==> config.mk <==
export PLATFORM = sky130hd
export DESIGN_NAME = sdram_port_arbiter
export DESIGN_NICKNAME = d
export VERILOG_FILES = /design/src/rtl/sdram_arb_pkg.sv /design/src/rtl/sdram_port_arbiter_rr_pick.sv /design/src/rtl/sdram_port_arbiter.sv
export SDC_FILE = /design/constraint.sdc
export NUM_CORES = 1
export LEC_CHECK = 0
export ABC_CLOCK_PERIOD_IN_PS = 5600
export CORE_MARGIN = 2
export CORE_UTILIZATION = 44
export CTS_CLUSTER_DIAMETER = 40
export CTS_CLUSTER_SIZE = 20
export DETAILED_ROUTE_END_ITERATION = 10
export GPL_TIMING_DRIVEN = 0
export PLACE_DENSITY = 0.95
export SLEW_MARGIN = 20
export SYNTH_ARGS = -nofsm -noshare
export SYNTH_HDL_FRONTEND = slang
export SYNTH_HIERARCHICAL = 1
export SYNTH_SLANG_ARGS = --single-unit
==> constraint.sdc <==
create_clock -name clk -period 5.6 [get_ports clk]
set_clock_uncertainty 0.2 [all_clocks]
set_input_delay 1.12 -clock clk [delete_from_list [all_inputs] [get_ports clk]]
set_output_delay 1.12 -clock clk [all_outputs]
set_load 0.02 [all_outputs]
==> src/rtl/sdram_arb_pkg.sv <==
// Shared types and helpers for the SDRAM port arbiter.
package sdram_arb_pkg;

  typedef enum logic [2:0] {
    ST_SYNC,
    ST_IDLE,
    ST_ISSUE,
    ST_WAIT,
    ST_DONE
  } state_t;

  // Watchdog counter width; TIMEOUT must fit below 2**WDOG_W.
  localparam int WDOG_W = 16;

  // Bit offset of client idx within a packed per-client field bus.
  function automatic int field_lsb(input int idx, input int width);
    return idx * width;
  endfunction

endpackage

==> src/rtl/sdram_port_arbiter_rr_pick.sv <==
// Combinational round-robin selector over clients 1..N-1 (index 0 is never picked).
module rr_pick #(
  parameter int N  = 3,
  parameter int IW = (N > 1) ? $clog2(N) : 1
) (
  input  logic [N-1:0]  i_req,
  input  logic [IW-1:0] i_ptr,
  input  logic [N-1:0]  i_mask,
  output logic          o_valid,
  output logic [IW-1:0] o_index
);

  always_comb begin
    int w_cand_i;
    logic [IW-1:0] w_cand;
    o_valid  = 1'b0;
    o_index  = '0;
    w_cand_i = 0;
    w_cand   = '0;
    // Scan ptr+1, ptr+2, ... wrapping within 1..N-1; first hit wins.
    for (int k = 1; k < N; k++) begin
      w_cand_i = ((int'(i_ptr) - 1 + k) % (N - 1)) + 1;
      w_cand   = IW'(w_cand_i);
      if (!o_valid && i_req[w_cand] && i_mask[w_cand]) begin
        o_valid = 1'b1;
        o_index = w_cand;
      end
    end
  end

endmodule

==> src/rtl/sdram_port_arbiter.sv <==
// Serialises NCLI level-request clients onto one toggle-handshake SDRAM port.
module sdram_port_arbiter
  import sdram_arb_pkg::*;
#(
  parameter int NCLI    = 3,
  parameter int AW      = 23,
  parameter int DW      = 16,
  parameter int TIMEOUT = 1023
) (
  input  logic              clk,
  input  logic              reset,
  input  logic [NCLI-1:0]   cli_req,
  input  logic [NCLI-1:0]   cli_we,
  input  logic [NCLI*AW-1:0] cli_a,
  input  logic [NCLI*2-1:0] cli_ds,
  input  logic [NCLI*DW-1:0] cli_d,
  input  logic              hold_low,
  output logic [NCLI-1:0]   cli_done,
  output logic [DW-1:0]     cli_q,
  output logic              port_req,
  input  logic              port_ack,
  output logic              port_we,
  output logic [AW-1:0]     port_a,
  output logic [1:0]        port_ds,
  output logic [DW-1:0]     port_d,
  input  logic [DW-1:0]     port_q,
  output logic              busy,
  output logic              timeout_err
);

  localparam int IW = $clog2(NCLI);

  logic [AW-1:0] w_a  [NCLI];
  logic [1:0]    w_ds [NCLI];
  logic [DW-1:0] w_d  [NCLI];

  for (genvar gi = 0; gi < NCLI; gi++) begin : g_unpack
    assign w_a[gi]  = cli_a[field_lsb(gi, AW) +: AW];
    assign w_ds[gi] = cli_ds[field_lsb(gi, 2) +: 2];
    assign w_d[gi]  = cli_d[field_lsb(gi, DW) +: DW];
  end

  state_t              r_state;
  logic [IW-1:0]       r_grant;
  logic [IW-1:0]       r_rr_ptr;
  logic [WDOG_W-1:0]   r_wdog;
  logic                r_port_req;
  logic                r_we;
  logic [AW-1:0]       r_a;
  logic [1:0]          r_ds;
  logic [DW-1:0]       r_d;
  logic [NCLI-1:0]     r_done;
  logic [DW-1:0]       r_q;
  logic                r_err;

  logic                w_rr_valid;
  logic [IW-1:0]       w_rr_idx;
  logic [NCLI-1:0]     w_mask;
  logic                w_gnt_valid;
  logic [IW-1:0]       w_gnt_idx;
  logic                w_acked;

  assign w_mask      = {NCLI{~hold_low}};
  assign w_gnt_valid = cli_req[0] | w_rr_valid;
  assign w_gnt_idx   = cli_req[0] ? '0 : w_rr_idx;
  assign w_acked     = (port_ack == r_port_req);

  rr_pick #(.N(NCLI), .IW(IW)) u_rr_pick (
    .i_req   (cli_req),
    .i_ptr   (r_rr_ptr),
    .i_mask  (w_mask),
    .o_valid (w_rr_valid),
    .o_index (w_rr_idx)
  );

  // The toggle stays unreset so it tracks the controller's unreset handshake.
  always_ff @(posedge clk) begin
    if (!reset && r_state == ST_ISSUE) r_port_req <= ~r_port_req;
  end

  always_ff @(posedge clk) begin
    if (reset) begin
      r_state  <= ST_SYNC;
      r_grant  <= '0;
      r_rr_ptr <= IW'(NCLI - 1);
      r_wdog   <= '0;
      r_we     <= 1'b0;
      r_a      <= '0;
      r_ds     <= '0;
      r_d      <= '0;
      r_done   <= '0;
      r_q      <= '0;
      r_err    <= 1'b0;
    end else begin
      r_done <= '0;
      case (r_state)
        ST_SYNC: if (w_acked) r_state <= ST_IDLE;
        ST_IDLE: begin
          if (w_gnt_valid) begin
            r_we    <= cli_we[w_gnt_idx];
            r_a     <= w_a[w_gnt_idx];
            r_ds    <= w_ds[w_gnt_idx];
            r_d     <= w_d[w_gnt_idx];
            r_grant <= w_gnt_idx;
            if (w_gnt_idx != '0) r_rr_ptr <= w_gnt_idx;
            r_state <= ST_ISSUE;
          end
        end
        ST_ISSUE: begin
          r_wdog  <= '0;
          r_state <= ST_WAIT;
        end
        ST_WAIT: begin
          if (r_wdog != '1) r_wdog <= r_wdog + 1'b1;
          // This cycle is WAIT cycle r_wdog+1; flag once it reaches TIMEOUT.
          if (TIMEOUT != 0 && r_wdog >= WDOG_W'(TIMEOUT - 1)) r_err <= 1'b1;
          if (w_acked) begin
            if (!r_we) r_q <= port_q;
            r_done  <= NCLI'(1) << r_grant;
            r_state <= ST_DONE;
          end
        end
        ST_DONE: r_state <= ST_IDLE;
        default: r_state <= ST_SYNC;
      endcase
    end
  end

  assign port_req    = r_port_req;
  assign port_we     = r_we;
  assign port_a      = r_a;
  assign port_ds     = r_ds;
  assign port_d      = r_d;
  assign cli_done    = r_done;
  assign cli_q       = r_q;
  assign timeout_err = r_err;
  assign busy        = (r_state != ST_IDLE);

endmodule

Word-level counts from Yosys, hierarchy flattened
Index checks and enable logic that the tools add are counted.
{"block": "totals", "in_bits": 149, "latch_bits": 0, "reg_bits": 86, "elab_cells": 90, "romBits": 0, "n_memories": 0, "out_inout_bits": 64, "ram_bits": 0}
{"block": "classes", "n_div": 0, "multipliers": 0, "n_mux": 30, "order_cmp": 5, "eq_ne": 11, "bitwise_logic": 9, "n_addsub": 6, "n_reduce_logical": 16, "shifts": 1}
{"cell": "16-bit 2-to-1 mux", "n": 3}
{"cell": "23-bit binary-select mux with 2-bit select", "n": 1}
{"cell": "23-bit 2-to-1 mux", "n": 2}
{"cell": "16-bit binary-select mux with 2-bit select", "n": 1}
{"cell": "16-bit case mux with 2 select lines", "n": 1}
{"cell": "16-bit by 1-bit adder with 16-bit output, second input constant", "n": 1}
{"cell": "16-bit by 10-bit greater-or-equal comparator with 1-bit output, second input constant", "n": 1}
{"cell": "16-bit inequality test, second input constant", "n": 1}
{"cell": "3-bit case mux with 5 select lines", "n": 1}
{"cell": "1-bit binary-select mux with 2-bit select", "n": 5}
{"cell": "2-bit 2-to-1 mux", "n": 5}
{"cell": "2-bit by 3-bit < comparator with 1-bit output, second input constant", "n": 3}
{"cell": "3-bit 2-to-1 mux", "n": 3}
{"cell": "3-bit AND reduction", "n": 3}
{"cell": "2-bit inequality test, second input constant", "n": 4}
{"cell": "1-bit 2-to-1 mux", "n": 7}
{"cell": "3-bit by 2-bit equality test with 1-bit output, second input constant", "n": 2}
{"cell": "2-bit AND reduction", "n": 3}
{"cell": "1-bit inverter", "n": 5}
{"cell": "2-bit adder, second input constant", "n": 2}
{"cell": "3-bit by 2-bit adder with 4-bit output, second input constant", "n": 1}
{"cell": "3-bit by 3-bit adder with 4-bit output, second input constant", "n": 1}
{"cell": "2-bit binary-select mux with 2-bit select", "n": 1}
{"cell": "1-bit logical AND", "n": 4}
{"cell": "14 further kinds", "n": 17}

Depth between registers and ports, before layout
Gate-level depths: netlist of run 1.
{"block": "logic_depth", "ltp_word": 17, "mapped_depth": 9, "mapped_depth_nobuf": 7}

Modules after synthesis
Netlist of run 1, hierarchy kept.
{"module": "sdram_port_arbiter", "cells_per_inst": 485, "area_each_um2": 4367.9, "n_inst": 1, "seq_area_each_um2": 1731.7}
{"module": "rr_pick", "cells_per_inst": 5, "area_each_um2": 27.5, "n_inst": 1, "seq_area_each_um2": 0.0}

Least setup slack after synthesis of run 1
OpenSTA, ideal clock, no wires.
{"block": "synth_timing", "path_type": "input-to-reg", "from": "input hold_low", "to": "register r_a[0] (netlist: port_a[0])", "stages": 9, "arrival_ns": 2.435, "setup_time_ns": 0.086, "required_ns": 5.314, "setup_slack_ns": 2.880, "path_buffers": 2, "cell_sequence": "inv_1 > nand2_1 > a31oi_1 > nor2b_1 > clkbuf_1 > buf_2 > a22oi_1 > a2bb2oi_1 > a211oi_1"}
{"block": "synth_via", "elab_chain_len": 14}
{"item": "start: declaration", "line": "sdram_port_arbiter.sv:17", "text": "input logic hold_low,"}
{"item": "1-bit inverter (*)", "line": "sdram_port_arbiter.sv:63", "text": "assign w_mask = {NCLI{~hold_low}};"}
{"item": "1-bit binary-select mux with 2-bit select", "line": "sdram_port_arbiter_rr_pick.sv:24", "text": "if (!o_valid && i_req[w_cand] && i_mask[w_cand]) begin"}
{"item": "1-bit 2-to-1 mux (not written as such)", "line": "sdram_port_arbiter_rr_pick.sv:24"}
{"item": "1-bit logical AND", "line": "sdram_port_arbiter_rr_pick.sv:24"}
{"item": "1-bit 2-to-1 mux", "line": "sdram_port_arbiter_rr_pick.sv:24"}
{"item": "1-bit zero test", "line": "sdram_port_arbiter_rr_pick.sv:24"}
{"item": "1-bit logical AND (2 in series)", "line": "sdram_port_arbiter_rr_pick.sv:24"}
{"item": "2-bit 2-to-1 mux (*)", "line": "sdram_port_arbiter_rr_pick.sv:24"}
{"item": "via w_rr_idx[0]", "line": "sdram_port_arbiter.sv:57", "text": "logic [IW-1:0] w_rr_idx;"}
{"item": "2-bit 2-to-1 mux (*)", "line": "sdram_port_arbiter.sv:65", "text": "assign w_gnt_idx = cli_req[0] ? '0 : w_rr_idx;"}
{"item": "2-bit inverter with 3-bit output (not written as such) (*)", "line": "sdram_port_arbiter.sv:101", "text": "r_a <= w_a[w_gnt_idx];"}
{"item": "23-bit binary-select mux with 2-bit select (*)", "line": "sdram_port_arbiter.sv:101"}
{"item": "23-bit 2-to-1 mux (not written as such) (*) (2 in series)", "line": "sdram_port_arbiter.sv:101"}
{"item": "end signal: assignment", "line": "sdram_port_arbiter.sv:101"}
{"item": "end: declaration", "line": "sdram_port_arbiter.sv:49", "text": "logic [AW-1:0] r_a;"}
The timed path passes the listed nets; every way through them passes the cells marked *. The select of a mux whose other input is x is not followed.
A chain may end at the register's enable or synchronous reset.

Worst setup path in the final report of run 1
{"block": "layout_timing", "from": "input cli_req[1]", "to": "register r_d[12] (netlist: port_d[12])"}
{"block": "layout_via", "elab_chain_len": 13}
{"item": "start: declaration", "line": "sdram_port_arbiter.sv:12", "text": "input logic [NCLI-1:0] cli_req,"}
{"item": "1-bit binary-select mux with 2-bit select", "line": "sdram_port_arbiter_rr_pick.sv:24"}
{"item": "1-bit 2-to-1 mux (not written as such)", "line": "sdram_port_arbiter_rr_pick.sv:24"}
{"item": "1-bit logical AND", "line": "sdram_port_arbiter_rr_pick.sv:24"}
{"item": "1-bit 2-to-1 mux", "line": "sdram_port_arbiter_rr_pick.sv:24"}
{"item": "1-bit zero test", "line": "sdram_port_arbiter_rr_pick.sv:24"}
{"item": "1-bit logical AND (2 in series)", "line": "sdram_port_arbiter_rr_pick.sv:24"}
{"item": "2-bit 2-to-1 mux (*)", "line": "sdram_port_arbiter_rr_pick.sv:24"}
{"item": "via w_rr_idx[0]", "line": "sdram_port_arbiter.sv:57"}
{"item": "2-bit 2-to-1 mux (*)", "line": "sdram_port_arbiter.sv:65"}
{"item": "2-bit inverter with 3-bit output (not written as such) (*)", "line": "sdram_port_arbiter.sv:103", "text": "r_d <= w_d[w_gnt_idx];"}
{"item": "16-bit binary-select mux with 2-bit select (*)", "line": "sdram_port_arbiter.sv:103"}
{"item": "16-bit 2-to-1 mux (not written as such) (*) (2 in series)", "line": "sdram_port_arbiter.sv:103"}
{"item": "end signal: assignment", "line": "sdram_port_arbiter.sv:103"}
{"item": "end: declaration", "line": "sdram_port_arbiter.sv:51", "text": "logic [DW-1:0] r_d;"}
Marked as above.

==> metrics.txt, run 1 <==
status complete, no violations; Slew Limit Fails 0; diode count 0; CP required around 5.7 ns; Worst setup SP type input pin; final setup fails 0; Leakage Power between 2 and 2.5 nW; clk slew on worst S/H paths 0.08 ns; Slowest cell on crit path clkdlybuf4s50_1; CP max FO 10; Rows 36; first-pass GRT wire length 23600 um; share of cells above drive strength 1 7.96%; Power per Cell Area ~220 nW/um2; GP Congestion ~0.96; Die H 104 um; IO buf count about 210; I/O pins 213; Pre-antenna DRT Iters 7; final hold vios 0; Ys Warns 6; Routed WL per cell 17.3 um; gr ovfl total 0; TritonCTS Buffers 9; PostCTS Resize Cnt 0; vias in the first global route 4754; Max-Cap Viols 0; Post-Route WL 14700 um; Avg Synthesized Cell Area 8.95 um2; CP endpoint kind flop; Final Cell Area 6860 um2; Synth Net Count 639; worst hold path class flop to flop; post-synthesis cell count 488; Mapped Area 4370 um2; largest net degree at the start of global routing 17; Clock Path Buffers 2; Critical Path AT around 3.5 ns; Vias 4798; Max VDD drop 0.166 mV; Final #Nets ~860; gr usage total 27.0%; core area between 9000 and 10000 um2; CP Cell Sequence clkdlybuf4s50_1 > nand2_1 > a31oi_1 > nor2b_1 > clkbuf_1 > buf_2 > a22oi_1 > a2bb2oi_1 > a211oi_1; Rel. slew slack 54.1%; DRC 0; Slew @ Worst Pin 0.685 ns; Final Cycle Share 61.8%; Die W 104 um; CTS tree done; Worst path max stage delay ~0.50 ns; post-place setup slack 1.83 ns; clk sinks between 80 and 90; placed instance area 6650 um2; CTS H-tree depth 3; Starting Density 45.1%; Die ar. 10700 um2; Max Freq 289 MHz; number of fill cells 713; Post-CTS Setup Inserts 0; post-route ant nets 0; Area growth syn-to-layout 57.1%; DR iter-0 viols around 220; initial antenna violation count 0; CTS root buf clkbuf_8; DP Wirelength approximately 11000 um; family with the most delay on the worst path buffers and inverters; Crit path buffers/inverters 3; final worst slack 2.14 ns; crit path time final 3.46 ns; total negative setup slack 0 ns; via-per-instance ratio around 5.7; RSZ-0062 raised after global routing false; worst-skew pair later-pin latency roughly 0.36 ns; kind of critical path input pin to flop; Post-CTS Hold Buffers 0
flip-flops by register name, summed over array words and instances, names as in the netlist:
register / flops
port_a: 23
cli_q: 16
port_d: 16
r_wdog: 16
cli_done: 3
r_state: 3
port_ds: 2
r_grant: 2
port_req: 1
port_we: 1
r_rr_ptr: 1
timeout_err: 1
routing by layer:
| metal | vias to the layer above | part of all wire (%) | wire (um) | GRT usage, % |
|---|---|---|---|---|
| met4 | 0 | 2.5 | 374 | 9.36 |
| met5 | - | 0 | 0 | 0 |
| li1 | 2293 | - | - | - |
| met3 | 34 | 5.9 | 869 | 5.92 |
| met1 | 2267 | 39 | 5750 | 30.0 |
| met2 | 204 | 52 | 7680 | 50.4 |
power breakdown:
| part | switching [mW] | internal, mW | leakage [nW] |
|---|---|---|---|
| clock network | 0.238 | 0.212 | 0.0968 |
| logic | 0.189 | 0.221 | 1.59 |
| registers | 0.0205 | 0.639 | 0.692 |
| total | 0.447 | 1.07 | 2.38 |
cell usage in the layout (no fill, tap or decap), types with 4 or more instances in the layout:
cell type,instances
nor3_1,11
mux2i_1,20
o21ai_1,6
clkbuf_1,22
clkbuf_8,9
inv_1,8
o21ai_0,6
nor4_1,7
nor2_1,68
nand2_1,14
a22oi_1,42
a2bb2oi_1,42
nor2b_1,7
dfxtp_1,84
clkdlybuf4s50_1,212
nand2b_1,11
a211oi_1,42
a31oi_1,4
buf_2,19
nand4_1,5
nor3b_1,4
a21oi_1,9
final cells by class:
class	count	area [um2]	share of cell area [%]
Clock inverter	7	80.1	1.17
Tap cell	133	166	2.43
Inverter	8	30.0	0.438
Clock buffer	9	124	1.81
Multi-Input combinational cell	348	2380	34.7
Timing Repair Buffer	212	2120	30.9
Buffer	47	243	3.54
Sequential cell	85	1710	25.0
path summary, 6_finish.rpt:
kind,start,endpoint,slack [ns],depth (start not counted)
max,cli_req[1],port_d[12],2.14,9
min,timeout_err,timeout_err,0.26,2
max reg2reg,r_rr_ptr[0],port_d[12],3.14,7
min reg2reg,timeout_err,timeout_err,0.26,2
worst register-to-register path: cells and delay by family, from the launching register on:
family / cells / cell delay [ns]
AOI/OAI and AO/OA: 4 / 0.95
and+or+nand+nor: 1 / 0.18
DFF: 1 / 0.33
buffers and inverters: 2 / 0.71
metrics by stage:
step | hold WS [ns] | instances | power [mW] | utilization [%]
detailed placement | 0.243 | 833 | 1.08 | 68.7
floorplan | 0.234 | 488 | 0.863 | -
global route | 0.266 | 849 | 1.58 | 70.8
finish | 0.256 | 849 | 1.52 | 70.8
global placement | 0.239 | 833 | 1.07 | 68.7
CTS | 0.255 | 849 | 1.52 | 70.8
Power figures use the tool's default switching activity.
==> run 2: changes to the inputs <==
- ABC_CLOCK_PERIOD_IN_PS: 5600 -> 3100
- CORE_UTILIZATION: 44 -> 37
- PLACE_DENSITY: 0.95 -> 0.87
- clock period: 5.6 -> 3.1 ns (I/O delays scaled with it)
==> run 2 against run 1 <==
Compared with the run above: sequential power grew 81%; sequential share of layout area shrank 0.44 points; first-iteration DRC count grew 58%; global-route usage shrank 4.2 points; via count shrank 0.77%; clock-buffer cell count grew 1; non-clock buffer count is the same; critical path depth grew 1; register-to-register slack lost 2.3 ns; wire length grew 0.44%; clock power grew to 2.5 times the previous value; critical endpoint is now port_a[17]; largest cell class unchanged.
==> metrics.txt, run 2 (synthesized netlist as in run 1, its figures left out) <==
status complete, no violations; first-pass GRT wire length 23400 um (-1.2%); max reg flops 23 (unchanged); CP Cell Sequence clkdlybuf4s50_1 > inv_1 > nand2_1 > o21ba_1 > nor2b_1 > clkbuf_1 > buf_2 > a22oi_1 > a2bb2oi_1 > a211oi_1; family with the most delay on the worst path buffers and inverters; final worst slack 0.282 ns (-1.86 ns); IO buf count 212 (unchanged); kind of critical path input pin to flop; Die H 113 um (+8.7%); via-per-instance ratio 5.54 (-1.9%); Reg area 1710 um2 (unchanged); placed instance area 6670 um2 (+0.19%); Final #Nets 862 (unchanged); Slew Limit Fails 0 (unchanged); gr ovfl total 0 (unchanged); Area growth syn-to-layout 59.9%; Slew @ Worst Pin 0.578 ns (-0.106 ns); Design Power 3.06 mW (+100%); largest net degree at the start of global routing 17 (unchanged); leading cell type in the layout, fill and taps excluded clkdlybuf4s50_1; DP Wirelength 11500 um (+2.4%); Post-CTS Hold Buffers 0 (unchanged); CP endpoint kind flop; Clock Path Buffers 2 (unchanged); smallest hold slack 0.252 ns (-0.00333 ns); CTS tree done; Routed WL per cell 17.2 um (-0.73%); GP Congestion 0.875 (-8.6%); clk slew on worst S/H paths 0.06 ns (-0.02 ns); most frequent cells in the layout clkdlybuf4s50_1 (212), dfxtp_1 (84), nor2_1 (68); I/O pins 213 (unchanged); worst-skew pair later-pin latency 0.34 ns (-0.02 ns); Slowest cell on crit path clkdlybuf4s50_1; Power per Cell Area 438 nW/um2 (+98%); Final Cycle Share 90.9%; initial antenna violation count 0 (unchanged); Rows 39 (+8.3%); DRC 0 (unchanged); core area 11500 um2 (+18%); diode count 0 (unchanged); RSZ-0062 raised after global routing false; Worst setup SP type input pin; Multi-input gate area 2380 um2 (unchanged); Placed Cells 843 (+1.2%); final hold vios 0 (unchanged); CTS root buf clkbuf_16; post-route non-filler standard cell count 859 (+1.2%); M1 WL 5630 um (-2.1%); DR WL met2 7620 um (-0.81%); Rel. slew slack 61.4% (+7.3 points); CTS H-tree depth 3 (unchanged); final setup fails 0 (unchanged); Die ar. 12700 um2 (+18%); Final Cell Area 6980 um2 (+1.8%); Leakage Power 2.44 nW (+2.4%); Post-Route WL 14700 um (+0.44%); CP max FO 10 (unchanged); Vias 4761 (-0.77%); met3 WL post-DR 1100 um (+26%); total negative setup slack 0 ns (unchanged); Starting Density 38.1% (-7.0 points); highest routed metal layer met4; DR iter-0 viols 345 (+58%); number of fill cells 946 (+33%); Pre-antenna DRT Iters 6 (-1); vias in the first global route 4753 (-0.021%); Worst path max stage delay 0.39 ns (-0.11 ns); crit path time final 2.82 ns; Max-Cap Viols 0 (unchanged); clk sinks 85 (unchanged); Post-CTS Setup Inserts 0 (unchanged); Critical Path AT 2.86 ns (-0.66 ns); CP required 3.14 ns (-2.52 ns); Max Freq between 300 and 400 MHz; gr usage total 22.7% (-4.2 points); Max VDD drop 0.282 mV (+70%); post-place setup slack -0.127 ns (-1.96 ns); Die W 113 um (+8.7%); TritonCTS Buffers 9 (unchanged); Crit path buffers/inverters 4 (+1); share of cells above drive strength 1 8.10% (+0.14 points); worst hold path class flop to flop; post-route ant nets 0 (unchanged); fin util 60.9% (-9.9 points)
==> run 2: cell types whose count changed in the layout (fill, tap and decap cells not counted), sizes merged <==
cell,change
clkinvlp,-1
clkbuf,+1
==> run 2: power by group <==
group	internal, mW	switching (mW)
combinational	0.400	0.339
sequential	1.15	0.0367
clock	0.660	0.471
total	2.21	0.847
==> run 2: layer usage <==
| metal | up-vias | global-route usage (%) |
|---|---|---|
| met5 | - | 0 |
| met4 | 0 | 8.86 |
| met3 | 34 | 5.67 |
| met2 | 219 | 41.0 |
| met1 | 2224 | 25.7 |
| li1 | 2284 | - |
==> run 2: path summary, 6_finish.rpt <==
| check | endpoint | slack, ns | depth (start not counted) | start |
|---|---|---|---|---|
| hold reg to reg | timeout_err | 0.25 | 2 | timeout_err |
| hold / removal | timeout_err | 0.25 | 2 | timeout_err |
| setup / recovery | port_a[17] | 0.28 | 10 | hold_low |
| setup reg to reg | port_a[17] | 0.84 | 7 | r_rr_ptr[0] |
==> run 2: worst register-to-register path, cell delays in order, from the launching register on <==
cell	delay [ns]
dfxtp_1	0.32
a31oi_1	0.37
nor2b_1	0.19
clkbuf_2	0.22
buf_2	0.28
a22oi_1	0.15
a2bb2oi_1	0.16
a211oi_1	0.26
==> run 2: area by class of cell <==
cell class	instances	area share, %
buffer	47	3.49
clock buffer	10	3.42
clock inverter	6	1.08
inverter	8	0.430
multi-input combinational	348	34.1
sequential	85	24.5
tap	143	2.56
timing repair buffer	212	30.4
==> run 2: what timing repair did <==
action / 4_1_cts / 5_1_grt
setup endpoints to repair: 0 / 9
endpoints found under the hold margin: 0 / 0
gates resized for setup: 0 / 2
